`src/rtl/booth_arbitru_pkg.sv`:
```
// Shared constants for the booth_arbitru multiplier arbiter:
// the FSM state encodings and the fixed operand and product widths.
package booth_arbitru_pkg;

    localparam int OP_W = 4;
    localparam int P_W  = 8;

    localparam logic [1:0] IDLE = 2'd0;
    localparam logic [1:0] CALC = 2'd1;
    localparam logic [1:0] RESP = 2'd2;

endpackage

```
`src/rtl/booth_arbitru_inmultire.sv`:
```
// booth_inmultire: combinational radix-2 Booth signed multiplier.
// Computes an OP_W x OP_W signed product into P_W bits, which never overflows.
module booth_inmultire
    import booth_arbitru_pkg::*;
(
    input  logic [OP_W-1:0] m,
    input  logic [OP_W-1:0] r,
    output logic [P_W-1:0]  p
);

    logic [P_W-1:0]  w_mext;
    logic [OP_W:0]   w_rx;
    logic [P_W-1:0]  w_acc;

    // Scan the multiplier bit pairs {r[i], r[i-1]}. A pair of 01 adds the
    // shifted multiplicand and a pair of 10 subtracts it. The result is
    // taken mod 2^P_W.
    always_comb begin
        w_mext = {{(P_W-OP_W){m[OP_W-1]}}, m};
        w_rx   = {r, 1'b0};
        w_acc  = '0;
        for (int i = 0; i < OP_W; i++) begin
            case (w_rx[i+1 -: 2])
                2'b01:   w_acc = w_acc + (w_mext << i);
                2'b10:   w_acc = w_acc - (w_mext << i);
                default: w_acc = w_acc;
            endcase
        end
        p = w_acc;
    end

endmodule

```
`src/rtl/booth_arbitru.sv`:
```
// booth_arbitru: two-port round-robin arbiter in front of one shared Booth multiplier.
// Each operation runs IDLE (grant and latch) -> CALC (register the product)
// -> RESP (registered ack and p, which appear in the following cycle).
// Optional macro BOOTH_ARB_STATS_EN adds saturating per-port ack counters cnt0 and cnt1.
module booth_arbitru
    import booth_arbitru_pkg::*;
(
    input  logic            clk,
    input  logic            reset,
    input  logic            req0,
    input  logic            req1,
    input  logic [OP_W-1:0] m0,
    input  logic [OP_W-1:0] r0,
    input  logic [OP_W-1:0] m1,
    input  logic [OP_W-1:0] r1,
    output logic            ack0,
    output logic            ack1,
    output logic [P_W-1:0]  p,
    output logic            busy
`ifdef BOOTH_ARB_STATS_EN
    ,
    output logic [P_W-1:0]  cnt0,
    output logic [P_W-1:0]  cnt1
`endif
);

    logic [1:0]      r_state;
    logic [OP_W-1:0] r_m;
    logic [OP_W-1:0] r_r;
    logic [P_W-1:0]  r_prod;
    logic            r_grant;
    logic            r_last_grant;
    logic            r_ack0;
    logic            r_ack1;
    logic [P_W-1:0]  r_p;

    logic [P_W-1:0]  w_mul_p;
    logic            w_any;
    logic            w_pick;

    booth_inmultire u_mul (
        .m (r_m),
        .r (r_r),
        .p (w_mul_p)
    );

    // Choose the winner: on a tie, the port not served last wins; otherwise the sole requester wins.
    always_comb begin
        w_any  = req0 | req1;
        w_pick = (req0 && req1) ? ~r_last_grant : req1;
    end

    // FSM, operand and product registers, and the registered ack/p outputs.
    always_ff @(posedge clk or posedge reset) begin
        if (reset) begin
            r_state      <= IDLE;
            r_m          <= '0;
            r_r          <= '0;
            r_prod       <= '0;
            r_grant      <= 1'b0;
            r_last_grant <= 1'b1;
            r_ack0       <= 1'b0;
            r_ack1       <= 1'b0;
            r_p          <= '0;
        end else begin
            // ack and p are one-cycle pulses, so they are cleared by default.
            r_ack0 <= 1'b0;
            r_ack1 <= 1'b0;
            r_p    <= '0;
            case (r_state)
                IDLE: begin
                    if (w_any) begin
                        r_grant <= w_pick;
                        r_m     <= w_pick ? m1 : m0;
                        r_r     <= w_pick ? r1 : r0;
                        r_state <= CALC;
                    end
                end
                CALC: begin
                    r_prod  <= w_mul_p;
                    r_state <= RESP;
                end
                RESP: begin
                    r_ack0       <= ~r_grant;
                    r_ack1       <= r_grant;
                    r_p          <= r_prod;
                    r_last_grant <= r_grant;
                    r_state      <= IDLE;
                end
                default: r_state <= IDLE;
            endcase
        end
    end

    assign ack0 = r_ack0;
    assign ack1 = r_ack1;
    assign p    = r_p;
    assign busy = (r_state != IDLE);

`ifdef BOOTH_ARB_STATS_EN
    logic [P_W-1:0] r_cnt0;
    logic [P_W-1:0] r_cnt1;

    // Saturating ack counters. They advance on the same edge that raises the matching ack.
    always_ff @(posedge clk or posedge reset) begin
        if (reset) begin
            r_cnt0 <= '0;
            r_cnt1 <= '0;
        end else if (r_state == RESP) begin
            if (!r_grant && r_cnt0 != {P_W{1'b1}}) r_cnt0 <= r_cnt0 + 1'b1;
            if (r_grant && r_cnt1 != {P_W{1'b1}})  r_cnt1 <= r_cnt1 + 1'b1;
        end
    end

    assign cnt0 = r_cnt0;
    assign cnt1 = r_cnt1;
`endif

endmodule

```
`config.mk`:
```
export PLATFORM = sky130hd
export DESIGN_NAME = booth_arbitru
export DESIGN_NICKNAME = d
export VERILOG_FILES = /design/src/rtl/booth_arbitru_pkg.sv /design/src/rtl/booth_arbitru_inmultire.sv /design/src/rtl/booth_arbitru.sv
export SDC_FILE = /design/constraint.sdc
export NUM_CORES = 1
export LEC_CHECK = 0
export BUFFER_PORTS_ARGS = -buffer_cell sky130_fd_sc_hd__buf_4
export CELL_PAD_IN_SITES_DETAIL_PLACEMENT = 1
export CELL_PAD_IN_SITES_GLOBAL_PLACEMENT = 2
export CORE_ASPECT_RATIO = 1.1
export CORE_UTILIZATION = 32
export DETAILED_ROUTE_END_ITERATION = 12
export PLACE_DENSITY = 0.81
export SYNTH_ARGS = -nofsm -noshare
export SYNTH_HDL_FRONTEND = slang
export SYNTH_SLANG_ARGS = --single-unit
```
`constraint.sdc`:
```
create_clock -name clk -period 5.1 [get_ports clk]
set_input_delay 1.02 -clock clk [delete_from_list [all_inputs] [get_ports clk]]
set_output_delay 1.02 -clock clk [all_outputs]
set_load 0.05 [all_outputs]
```
## Word level (Yosys, flattened, before mapping)

Cells that the tools add are included.

| storage, ports and cells | value |
|---|---|
| register bits after elaboration | 30 |
| latch bits | 0 |
| RAM bits | 0 |
| ROM bits | 0 |
| input bits | 20 |
| word-level logic and storage cells | 44 |
| memories | 0 |

| operators by class | value |
|---|---|
| add/subtract/negate cells | 7 |
| $mul | 0 |
| div/mod/pow operators | 0 |
| order comparisons | 0 |
| eq/ne operators | 9 |
| shifts and indexed selects | 0 |
| muxes and demuxes | 12 |
| bitwise logic cells | 3 |
| reductions and logical operators | 4 |

Operator list:

| kind | number |
|---|---|
| case mux 8 bit (2 select lines) | 3 |
| adder 8 bit | 3 |
| subtractor 8 bit | 3 |
| 2-to-1 mux 8 bit | 2 |
| equality test 2 x 1 -> 1 bit (second input constant) | 4 |
| equality test 2 bit (second input constant) | 4 |
| 2-to-1 mux 4 bit | 2 |
| subtractor 1 x 4 -> 5 bit (first input constant) | 1 |
| case mux 2 bit (2 select lines) | 1 |
| 2-to-1 mux 1 bit | 3 |
| logical NOT 2 bit | 1 |
| 2-to-1 mux 2 bit | 1 |
| != test 2 bit (second input constant) | 1 |
| NOT 1 bit | 2 |
| AND reduction 2 bit | 1 |
| nonzero test 2 bit | 1 |
| logical AND 1 bit | 1 |
| bitwise OR 1 bit | 1 |

## Depth between registers and ports, before layout

| logic depth | value |
|---|---|
| depth after elaboration | 8 |
| gate-level depth with buffers | 28 |

## Hierarchy

From an unflattened synthesis, not the netlist that was laid out.

| second synthesis, totals | value |
|---|---|
| cells, all modules | 248 |
| area, all modules | 2484.9 um2 |

By module, submodules not included:

| module | times used | cells each | area each (um2) |
|---|---|---|---|
| booth_inmultire | 1 | 170 | 1280.0 |
| booth_arbitru | 1 | 78 | 1204.9 |

## Least setup slack after synthesis

Ideal clock, no wire load.

| path | value |
|---|---|
| kind | flip-flop to flip-flop |
| from | register r_m[1] |
| to | register r_prod[7] |
| library setup time | 69 ps |
| arrival | 5183 ps |
| data required time | 5031 ps |
| path slack | -152 ps |
| stages on the path, launching flop included | 29 |
| buffers on the path | 2 |
| period minus slack after synthesis | 5252 ps |
| cells stage by stage | dfrtp_1 clkbuf_1 inv_1 ha_1 nand2b_1 nand3_1 inv_1 buf_1 ha_1 nand2_1 and3b_1 mux2i_1 a21oi_1 o21ai_0 nand2_1 ha_1 a21boi_0 nor2_1 nor2_1 a31oi_1 ha_1 nor2b_1 o21ai_0 a211oi_1 a311oi_1 a31oi_1 xnor2_1 a211o_1 nand3_1 |

| on the way | value |
|---|---|
| word-level cells in the longest chain between the ends | 8 |
| elaborated cells between the ends (all ways) | 11 |

Ends and longest elaborated chain:

| element | line | source |
|---|---|---|
| from (decl) | booth_arbitru.sv:28 | `logic [OP_W-1:0] r_m;` |
| from (signal assigned) | booth_arbitru.sv:74 | `r_m <= w_pick ? m1 : m0;` |
| subtractor 1 x 4 -> 5 bit | booth_arbitru_inmultire.sv:25 | `2'b10: w_acc = w_acc - (w_mext << i);` |
| 2-to-1 mux 8 bit | booth_arbitru_inmultire.sv:23 | `case (w_rx[i+1 -: 2])` |
| subtractor 8 bit or adder 8 bit (tied branches) | booth_arbitru_inmultire.sv:25, booth_arbitru_inmultire.sv:24 |  |
| case mux 8 bit (2 select lines) | booth_arbitru_inmultire.sv:23 |  |
| subtractor 8 bit or adder 8 bit (tied branches) | booth_arbitru_inmultire.sv:25, booth_arbitru_inmultire.sv:24 |  |
| case mux 8 bit (2 select lines) | booth_arbitru_inmultire.sv:23 |  |
| subtractor 8 bit or adder 8 bit (tied branches) | booth_arbitru_inmultire.sv:25, booth_arbitru_inmultire.sv:24 |  |
| case mux 8 bit (2 select lines) (*) | booth_arbitru_inmultire.sv:23 |  |
| to (signal assigned) | booth_arbitru.sv:80 | `r_prod <= w_mul_p;` |
| to (decl) | booth_arbitru.sv:30 | `logic [P_W-1:0] r_prod;` |

Mark *: on every way between the ends. The rest lies on a longest branch, timed or not.
A chain may end at the register's enable or synchronous reset.

## Worst setup path after layout

| path | value |
|---|---|
| from | register r_r[0] |
| to | register r_prod[7] |

| on the way | value |
|---|---|
| word-level cells in the longest chain between the ends | 7 |
| elaborated cells between the ends (all ways) | 12 |

Ends and longest elaborated chain:

| element | line | source |
|---|---|---|
| from (decl) | booth_arbitru.sv:29 | `logic [OP_W-1:0] r_r;` |
| from (signal assigned) | booth_arbitru.sv:75 | `r_r <= w_pick ? r1 : r0;` |
| 2-to-1 mux 8 bit | booth_arbitru_inmultire.sv:23 |  |
| subtractor 8 bit or adder 8 bit (tied branches) | booth_arbitru_inmultire.sv:25, booth_arbitru_inmultire.sv:24 |  |
| case mux 8 bit (2 select lines) (*) | booth_arbitru_inmultire.sv:23 |  |
| subtractor 8 bit or adder 8 bit (tied branches) | booth_arbitru_inmultire.sv:25, booth_arbitru_inmultire.sv:24 |  |
| case mux 8 bit (2 select lines) (*) | booth_arbitru_inmultire.sv:23 |  |
| subtractor 8 bit or adder 8 bit (tied branches) | booth_arbitru_inmultire.sv:25, booth_arbitru_inmultire.sv:24 |  |
| case mux 8 bit (2 select lines) (*) | booth_arbitru_inmultire.sv:23 |  |

Marked as above.

==> impl_metrics.py <==
metrics = {
    "final_layout": {
        "diodes": 0,
        "num-nets-final": 391,
        "fillers": 892,
        "finalNonFillerCells": 440,
        "drive_gt1_share_pct": 37.11,
        "design_area_um2": 3337,
        "areaGrowthSynthToFinish_pct": 36.49,
    },
    "critical_path": {
        "cp-start-kind": "register",
        "crit_path_max_fanout": 5,
        "required_ns": 5.32,
        "cpPeakStageDelay_ns": 0.36,
        "cpMaxStageDelayCell": "dfrtp_1",
        "endpoint_kind": "register",
        "crit_arrival_ns": 5.05,
        "critPathKind": "register to register",
    },
    "route": {
        "initialDrtViolationCount": 56,
        "post_drt_via_cell_ratio": 5.220,
        "drc_errors": 0,
        "vias": 2297,
        "routed_wl_um": 6963,
        "firstDrtPassIters": 4,
        "post_drt_wl_per_cell_um": 15.83,
        "drtAntennaViolNets": 0,
    },
    "sta": {
        "setup_viol": 0,
        "fin_setup_tns_ns": 0,
        "finalCritPeriodShare_pct": 94.83,
        "tightest_slew_ns": 1.127,
        "slew_violations": 0,
        "clock_skew_ns": 0.01347,
        "final-hold-violation-count": 0,
        "min_period_ns": 4.836,
        "max_slew_margin_pct": 24.79,
        "fmax_mhz": 206.8,
    },
    "floorplan": {
        "dieArea_um2": 7994,
        "start_util_pct": 32.90,
        "die_w_um": 85.34,
        "num_rows": 33,
        "core_um2": 7432,
        "die_h_um": 93.68,
        "pin_count": 31,
    },
    "clock_network": {
        "cts_tree": "built",
        "cts.path.max_buffers": 2,
        "cts_buffers": 5,
        "htreeDepth": 2,
        "path_clk_slew_ns": 0.07,
        "clock-root-buffer": "clkbuf_8",
        "hold_buffers": 0,
        "cts_sinks": 30,
        "insertion_delay_ns": 0.29,
    },
    "placement": {
        "place_inst": 427,
        "routabilityCongestion": 0.7828,
        "io_buffers": 30,
        "place_area_um2": 3014,
        "dp_hpwl_um": 5380,
    },
    "yosys": {
        "ys_warn_count": 0,
        "synthTopCellsByCount": "dfrtp_1 (29), nor2_1 (29), a21oi_1 (20), inv_1 (20), nand2_1 (19)",
        "synth_area_leaders": "dfrtp_1 (30%), ha_1 (8.2%), mux2i_1 (6.6%)",
        "synth_edf_count": 0,
        "synth.avg_cell_area_um2": 8.578,
        "syn_nets": 324,
        "yosysTopAreaCell": "dfrtp_1",
        "synth.yosys.seq_area_share_pct": 30.76,
        "synth_area_um2": 2445,
        "syn-instance-count": 285,
        "synth_top_cell_area_share_pct": 29.68,
        "ys_types": 49,
        "ys_ff_latch": 30,
        "ys_dominant_reg_cell": "dfrtp_1",
        "async_flop_share_pct": 100.0,
    },
    "min_path": {
        "hold_path.class": "register to register",
    },
    "global_route": {
        "grt_max_degree": 31,
        "grt_usage_pct": 17.21,
        "grt_pass1_vias": 2217,
        "grt-ovfl-total": 0,
        "grt_pass1_wl_um": 10740,
        "grt_antenna_before_repair": 0,
    },
    "flow_run": {
        "drv_cap": 0,
    },
    "status": {
        "status": "completed",
    },
}
## flip-flops by register name, summed over array words and instances (netlist names)
name / flops
r_r: 4
r_prod: 8
r_last_grant: 1
r_state: 2
ack0: 1
p: 8
r_grant: 1
ack1: 1
r_m: 4
## routing by layer
layer	share of wire (%)	track usage, %
met5	0	0
met4	1.3	4.167
met3	1.3	2.373
met2	53	31.99
met1	44	20.91
## per-stage QoR
stage | utilization [%] | worst slack [ns] | hold WS (ns)
2_1_floorplan | - | 0.0007447 | 0.4402
3_3_place_gp | 40.56 | 0.1061 | 0.4545
3_5_place_dp | 40.56 | -0.05917 | 0.4675
4_1_cts | 42.05 | 0.02375 | 0.4826
5_1_grt | 44.90 | -0.06731 | 0.5076
6_report | 44.90 | 0.2637 | 0.4843
## worst max-delay path: cells and delay by family (launching register included)
| family | cells | cell delay [ns] |
|---|---|---|
| compound gates | 7 | 1.24 |
| simple gates | 7 | 0.83 |
| mux | 1 | 0.20 |
| buf+inv | 3 | 0.34 |
| flops | 1 | 0.36 |
| fa+ha+maj | 4 | 1.12 |
| xor+xnor | 4 | 0.68 |
## path summary, 6_finish.rpt
kind                           start         to  slack [ns]  depth (start not counted)
max in group asynchronous      reset     r_m[2]        3.33                          2
hold reg to reg            r_prod[5]  r_prod[5]        0.48                          2
setup reg to reg              r_r[0]  r_prod[7]        0.26                         26
setup / recovery              r_r[0]  r_prod[7]        0.26                         26
hold / removal             r_prod[5]  r_prod[5]        0.48                          2
min in group asynchronous      reset     r_r[2]        1.03                          2
## repair_timing
item                       4_1_cts  5_1_grt
resized for setup                4       40
pin swaps                        1        8
setup endpoints to repair        1        1
buffers inserted                 1        4
cloned                           0        0
## cell type report
cell class | instances | area, um^2 | area share, %
inverter | 20 | 75.07 | 2.250
tap | 87 | 108.9 | 3.262
clock buffer | 6 | 82.58 | 2.475
timing repair buffer | 75 | 563.0 | 16.87
clock inverter | 2 | 12.51 | 0.3750
multi-input combinational | 220 | 1742 | 52.19
sequential | 30 | 753.2 | 22.57
## cell families after synthesis
group                      after synthesis  synth area share, %
and+or+nand+nor                         96                19.91
AOI/OAI and AO/OA                       68                17.76
muxes                                   21                8.853
xor gates and xnor gates                15                5.937
DFF                                     30                30.76
adders and majority gates               20                11.05
buffers and inverters                   35                5.732
## placed cells by master (no fill, tap or decap), types with 2 or more instances in the layout
master,count
mux2i_1,13
inv_1,20
nor2b_1,4
ha_4,3
or2_2,2
nor3_1,5
a21oi_2,2
fa_2,2
a211oi_1,4
o31ai_1,3
xnor2_1,9
mux2i_2,3
nor2_1,28
and2_4,2
a211o_1,4
dfrtp_1,28
nand2b_1,2
a21oi_1,18
mux2_2,5
nand3_1,4
and2_1,13
a31oi_1,4
clkbuf_8,6
o21ai_1,4
buf_4,75
o21ai_0,9
nand2_1,19
ha_2,3
ha_1,10
xnor2_2,2
a21o_1,2
o21ai_2,2
nand4_1,2
nor3_2,2
xor2_1,3
a21boi_0,2
Power is not shown: default switching activity piles up to over one toggle a cycle in this logic, so the estimate is an artifact.
